File: src/rtl/scan_mux_pkg.sv
// rtl/scan_mux_pkg.sv - shared mode encodings and channel-index width helper for scan_mux
package scan_mux_pkg;

  localparam logic MODE_MANUAL = 1'b0;
  localparam logic MODE_SCAN   = 1'b1;

  // Channel index width, never narrower than one bit.
  function automatic int calc_cw(input int n);
    return (n > 2) ? $clog2(n) : 1;
  endfunction

endpackage

File: src/rtl/dwell_counter.sv
// rtl/dwell_counter.sv - per-channel dwell counter, 0..DWELL-1 with terminal-count flag
module dwell_counter #(
  parameter int DWELL = 4
) (
  input  logic clk,
  input  logic reset,
  input  logic clr,
  input  logic en,
  output logic tc
);

  localparam int DCW = (DWELL > 1) ? $clog2(DWELL) : 1;
  localparam logic [DCW-1:0] LAST = DCW'(DWELL - 1);

  logic [DCW-1:0] cnt_q;
  logic [DCW-1:0] cnt_d;

  assign tc = (cnt_q == LAST);

  // clr wins over en so a jump restarts the dwell even while held.
  always_comb begin
    cnt_d = cnt_q;
    if (clr) begin
      cnt_d = '0;
    end else if (en) begin
      cnt_d = tc ? '0 : cnt_q + 1'b1;
    end
  end

  always_ff @(posedge clk) begin
    if (reset) begin
      cnt_q <= '0;
    end else begin
      cnt_q <= cnt_d;
    end
  end

endmodule

File: src/rtl/scan_mux.sv
// rtl/scan_mux.sv - registered N-channel mux with manual select and timed round-robin scan
module scan_mux
  import scan_mux_pkg::*;
#(
  parameter  int N_CH  = 8,
  parameter  int W     = 1,
  parameter  int DWELL = 4,
  localparam int CW    = calc_cw(N_CH)
) (
  input  logic              clk,
  input  logic              reset,
  input  logic [N_CH*W-1:0] d,
  input  logic              mode,
  input  logic [CW-1:0]     sel,
  input  logic              sel_load,
  input  logic              hold,
  output logic [W-1:0]      out,
  output logic [CW-1:0]     cur_ch,
  output logic              out_valid,
  output logic              wrap,
  output logic              sel_err
);

  localparam logic [CW:0]   N_CH_V  = (CW + 1)'(N_CH);
  localparam logic [CW-1:0] LAST_CH = CW'(N_CH - 1);

  logic [CW-1:0] cur_q, cur_d;
  logic [W-1:0]  out_q, out_d;
  logic          valid_q, valid_d;
  logic          wrap_q, wrap_d;
  logic          err_q, err_d;
  logic          mode_q;
  logic          primed_q;

  logic scan, mode_rise, sel_ok, advance, dc_clr, dc_en, tc;

  assign scan      = (mode == MODE_SCAN);
  assign mode_rise = scan && (mode_q == MODE_MANUAL);
  assign sel_ok    = sel_load && ({1'b0, sel} < N_CH_V);
  assign dc_clr    = !scan || mode_rise || sel_ok;
  assign dc_en     = scan && !hold;
  assign advance   = scan && !hold && tc && !mode_rise && !sel_ok;

  dwell_counter #(
    .DWELL (DWELL)
  ) u_dwell (
    .clk   (clk),
    .reset (reset),
    .clr   (dc_clr),
    .en    (dc_en),
    .tc    (tc)
  );

  always_comb begin
    cur_d = cur_q;
    if (sel_ok) begin
      cur_d = sel;
    end else if (advance) begin
      cur_d = (cur_q == LAST_CH) ? '0 : cur_q + 1'b1;
    end
    wrap_d  = advance && (cur_q == LAST_CH);
    err_d   = sel_load && !sel_ok;
    out_d   = d[cur_q*W +: W];
    // out lags cur_ch by one edge, so a channel change leaves one stale cycle.
    valid_d = primed_q && (cur_d == cur_q);
  end

  always_ff @(posedge clk) begin
    mode_q <= mode;
    if (reset) begin
      cur_q    <= '0;
      out_q    <= '0;
      valid_q  <= 1'b0;
      wrap_q   <= 1'b0;
      err_q    <= 1'b0;
      primed_q <= 1'b0;
    end else begin
      cur_q    <= cur_d;
      out_q    <= out_d;
      valid_q  <= valid_d;
      wrap_q   <= wrap_d;
      err_q    <= err_d;
      primed_q <= 1'b1;
    end
  end

  assign out       = out_q;
  assign cur_ch    = cur_q;
  assign out_valid = valid_q;
  assign wrap      = wrap_q;
  assign sel_err   = err_q;

endmodule

File: config.mk
export PLATFORM = sky130hd
export DESIGN_NAME = scan_mux
export DESIGN_NICKNAME = d
export VERILOG_FILES = /design/src/rtl/scan_mux_pkg.sv /design/src/rtl/dwell_counter.sv /design/src/rtl/scan_mux.sv
export SDC_FILE = /design/constraint.sdc
export NUM_CORES = 1
export LEC_CHECK = 0
export CAP_MARGIN = 20
export CORE_UTILIZATION = 44
export DETAILED_ROUTE_END_ITERATION = 6
export GPL_TIMING_DRIVEN = 1
export PLACE_DENSITY_LB_ADDON = 0.2
export SYNTH_ARGS = -nofsm -noshare
export SYNTH_HDL_FRONTEND = slang
export SYNTH_SLANG_ARGS = --single-unit
File: constraint.sdc
create_clock -name clk -period 2.95 [get_ports clk]
set_input_delay 0.295 -clock clk [delete_from_list [all_inputs] [get_ports clk]]
set_output_delay 0.295 -clock clk [all_outputs]
set_load 0.02 [all_outputs]
# After elaboration in Yosys (flattened, before gate mapping)
# Cells that the tools add are included.
# op_classes
shift	1
n_bitwise	1
n_eq_ne	3
n_mux	5
add_sub_neg	2
n_reduce_logical	14
# op_table
operator	count
3-bit two-way mux	3
8-bit by 4-bit indexed part select with 1-bit output	1
1-bit logical AND	7
1-bit zero test	4
3-bit by 1-bit adder with 3-bit output (second input constant)	1
3-bit equality test	1
3-bit equality test (second input constant)	1
2-bit by 1-bit adder with 2-bit output (second input constant)	1
2-bit equality test (second input constant)	1
1-bit logical OR	2
2-bit two-way mux	1
2-bit OR reduction	1
1-bit two-way mux	1
1-bit inverter	1
# word_totals
word_cells	33
regBits	10
inputBits	16

# Logic depth before layout (Yosys ltp)
# logic_depth
depth_word	9
ltp_mapped	6
mapped_depth_nobuf	6

# Hierarchy
# A second synthesis with hierarchy kept.
# hier_totals
cells_unflattened	61
area_unflattened_um2	601.8
# modules_own_cells
module	cells_each	n_inst	seq_area_each_um2	area_per_inst_um2
scan_mux	53	1	160.2	506.7
dwell_counter	8	1	40.0	95.1

# Least setup slack after synthesis
# Ideal clock, no wire load.
# synth_path
path_kind	register -> register
start	reg cur_q[1], in the netlist cur_ch[1]
end	reg valid_q, in the netlist out_valid
period_less_slack_ns	1.585
stages_incl_launch_ff	6
arrival_ns	1.469
setup_ns	0.116
setup_slack_ns	1.365
path_cell_list	dfxtp_1 ha_1 ha_1 o31ai_1 a22oi_1 and4_1
# synth_between
elab_chain_len	6
elab_cells_between_ends	7
classes_between	1 x add/sub; 2 x eq/ne; 3 x mux; 1 x reduce/logical
# synth_rtl
element	line_no	rtl
from (decl)	scan_mux.sv:27	logic [CW-1:0] cur_q, cur_d;
from (signal assigned)	scan_mux.sv:78	cur_q <= cur_d;
3-bit by 1-bit adder with 3-bit output or 3-bit equality test (tied branches)	scan_mux.sv:59	cur_d = (cur_q == LAST_CH) ? '0 : cur_q + 1'b1;
3-bit two-way mux	scan_mux.sv:59	
3-bit two-way mux	scan_mux.sv:58	end else if (advance) begin
3-bit two-way mux	scan_mux.sv:56	if (sel_ok) begin
3-bit equality test *	scan_mux.sv:65	valid_d = primed_q && (cur_d == cur_q);
1-bit logical AND *	scan_mux.sv:65	
to (signal assigned)	scan_mux.sv:80	valid_q <= valid_d;
to (decl)	scan_mux.sv:29	logic valid_q, valid_d;
# Mark *: on every way between the ends. The rest lies on a longest branch, timed or not.
# A chain may end at the register's enable or synchronous reset.

# Final worst setup path
# layout_path
start	reg cur_q[0], in the netlist cur_ch[0]
end	out cur_ch[0]
# layout_lines
element	line_no	rtl
to (decl)	scan_mux.sv:18	output logic [CW-1:0] cur_ch,
# No word-level cell between the ends.

==> results.toml <==
[critical_path]
worstPathArrival_ns = 1.44
cp_cell_sequence = "clkdlybuf4s50_1"
critical-path-max-stage-delay_ns = 0.67
worst-path-max-fanout = 8
startpoint_type = "flip-flop"
cell_family_contributing_the_most_delay_on_the_critical_path = "buffers and inverters"
worst-endpoint-required_ns = 2.65
worstSetupPathType = "reg -> out"
critPathCaptureType = "primary output"
cp.buffers_inverters = 1
timing.critical_path.slowest_stage_cell = "sky130_fd_sc_hd__clkdlybuf4s50_1"

[grt]
via_count_of_the_first_global_routing_pass = 449
wire_length_of_the_first_global_routing_pass_um = 1830
initial_antenna_violation_count = 0
largest_net_degree_at_the_start_of_global_routing = 14
grt.overflow.total = 0
grt.total_usage_pct = 19.3

[clock_tree]
cts.htree.levels = 1
cts_hold_buffers = 0
postCtsResizedCells = 0
clock-root-buffer = "sky130_fd_sc_hd__clkbuf_4"
clk-insertion-delay-late_ns = 0.26
numCtsBuffers = 3
buffers_from_clock_root_to_sink_at_most = 2
cts.reportedPaths.clkPinSlew_ns = 0.07
clock_sinks = 10
post-cts-setup-buffer-count = 0
cts_tree = "yes"

[yosys]
synthesis.instances = 54
ys_warn_count = 0
syn_nets = 73
cell_variety_after_synth = 28
post_synth_instance_area_um2 = 572
syn_area_per_cell_um2 = 10.6
yosysSeqAreaShare_pct = 35.0
ys_seq_elements = 10

[floorplan]
initial_core_util_pct = 49.5
rows = 12
boundary_pins = 23
chipWidth_um = 38.1
die_y_um = 38.1
design.core.area_um2 = 1160
die_area_um2 = 1450

[routing]
via_per_inst = 5.63
initial_drt_markers = 7
route.detailed.wl_per_inst_um = 12.5
drtPass1Iterations = 4
final_antenna_net_count = 0
dr.max_layer_used = "met4"
dr_wl_met3_um = 67
wl_met2_um = 515
remaining_drc_errors = 0
finalWirelength_um = 1120
num_vias = 507
detail_route.wirelength.met1_um = 510

[pwr]
share_comb_of_total_power_pct = 20.8
swShare_pct = 24.2
switching_power_mw = 0.0832
seqPwrFrac_pct = 43.4
p_int_mw = 0.260
cellLeakagePower_nw = 0.355
power.density_nw_per_um2 = 422
p_clk_share_pct = 35.8
max-vdd-ir-drop_uv = 238

[sta]
worst_slack_ns = 1.21
post_route_setup_tns_ns = 0
finClkSkew_ns = 0.00374
setup_viol = 0
report.final.slew_viol_count = 0
min_period_ns = 1.74
report.final.hold_viol_count = 0
timing.fmax_ghz = 0.575
rsz0062_at_grt = "no"
post-route-period-util_pct = 58.9

[finish]
postLayoutCoreUtil_pct = 70.2
mostFrequentLayoutCells = "21 x sky130_fd_sc_hd__clkdlybuf4s50_1, 10 x sky130_fd_sc_hd__dfxtp_1, 5 x sky130_fd_sc_hd__nand2b_1"
final_layout_size_suffix_gt1_share_pct = 10.5
final_cell_area_um2 = 812
seq_area_um2 = 200
multiInputGateArea_um2 = 337
layout.filler_cells = 82
num-nets-final = 96
layout.cells.most_common = "sky130_fd_sc_hd__clkdlybuf4s50_1"
insertedDiodeCount = 0
syn_to_final_growth_pct = 42.0

[status]
result_of_the_run = "complete, no violations"

[placed_design]
io_buffers = 21
placement.cell_area_um2 = 776
place_ws_ns = 1.15
gp_routability_congestion = 0.760
dp_hpwl_um = 901

[min_path]
min-delay-path-class = "reg -> reg"

[job]
max_cap_viol_count = 0
==> power groups by stage <==
stage          combinational, mW  clock [mW]  sequential, mW
6_report                  0.0713       0.123           0.149
3_3_place_gp              0.0701           0           0.152
5_1_grt                   0.0766       0.137           0.150
3_5_place_dp              0.0714           0           0.152
2_1_floorplan             0.0333           0           0.156
4_1_cts                   0.0716       0.128           0.149
==> cells in the mapped netlist, drive strengths merged <==
cell | number | area share, %
buf | 3 | 4.2
ha | 3 | 6.6
dfxtp | 10 | 35
a21oi | 2 | 1.8
nor4 | 2 | 2.2
and2b | 1 | 1.5
nor4b | 1 | 1.5
mux2 | 2 | 3.9
a311oi | 1 | 1.5
nor2 | 1 | 0.66
o221ai | 1 | 1.5
nand4b | 1 | 2.6
nand2b | 5 | 5.5
conb | 1 | 0.66
nand2 | 1 | 0.66
and4 | 1 | 1.5
nor3 | 3 | 2.6
inv | 3 | 2.0
o211a | 2 | 3.5
nor2b | 1 | 1.1
xnor2 | 1 | 1.5
mux2i | 2 | 3.5
a22oi | 1 | 1.3
o31ai | 2 | 2.6
a211oi | 1 | 1.3
mux4 | 2 | 9.2
==> routing by layer <==
layer  up-vias  global-route usage, %
li1        250                      -
met1       234                   22.5
met2        19                   29.2
met3         4                   9.30
met4         0                   8.93
met5         -                      0
==> per-stage QoR <==
| step | hold slack, ns | total power [mW] | instances |
|---|---|---|---|
| after floorplan | 0.323 | 0.189 | 54 |
| after global placement | 0.460 | 0.222 | 86 |
| after detailed placement | 0.471 | 0.224 | 86 |
| after CTS | 0.481 | 0.348 | 90 |
| after global routing | 0.503 | 0.364 | 90 |
| final | 0.480 | 0.343 | 90 |
==> cell type report <==
| cell class | instances | area share (%) |
|---|---|---|
| inverters | 3 | 1.39 |
| well taps | 14 | 2.16 |
| repair buffers | 21 | 25.9 |
| clock buffers | 4 | 4.47 |
| flip-flops and latches | 10 | 24.7 |
| multi-input cells | 38 | 41.4 |
==> path summary, 6_finish.rpt <==
path	from	end	slack (ns)	cells after the start
setup reg to reg	cur_ch[0]$_SDFF_PP0_	out_valid$_SDFF_PP0_	1.27	6
setup / recovery	cur_ch[0]$_SDFF_PP0_	cur_ch[0]	1.21	1
hold / removal	primed_q$_DFF_P_	out_valid$_SDFF_PP0_	0.48	1
hold reg to reg	primed_q$_DFF_P_	out_valid$_SDFF_PP0_	0.48	1
==> flip-flops by register name, indices dropped and copies added (netlist names) <==
signal         cells
mode_q             1
u_dwell.cnt_q      2
wrap               1
out_valid          1
out                1
primed_q           1
cur_ch             3
==> cell families after synthesis <==
group | Yosys count | share of synthesized area, %
AOI/OAI and AO/OA | 10 | 13.6
xor gates and xnor gates | 1 | 1.53
adders and majority gates | 3 | 6.57
buffers and inverters | 6 | 6.13
DFF | 10 | 35.0
muxes | 6 | 16.6
other | 1 | 0.656
and+or+nand+nor | 17 | 19.9
Power figures use the tool's default switching activity.
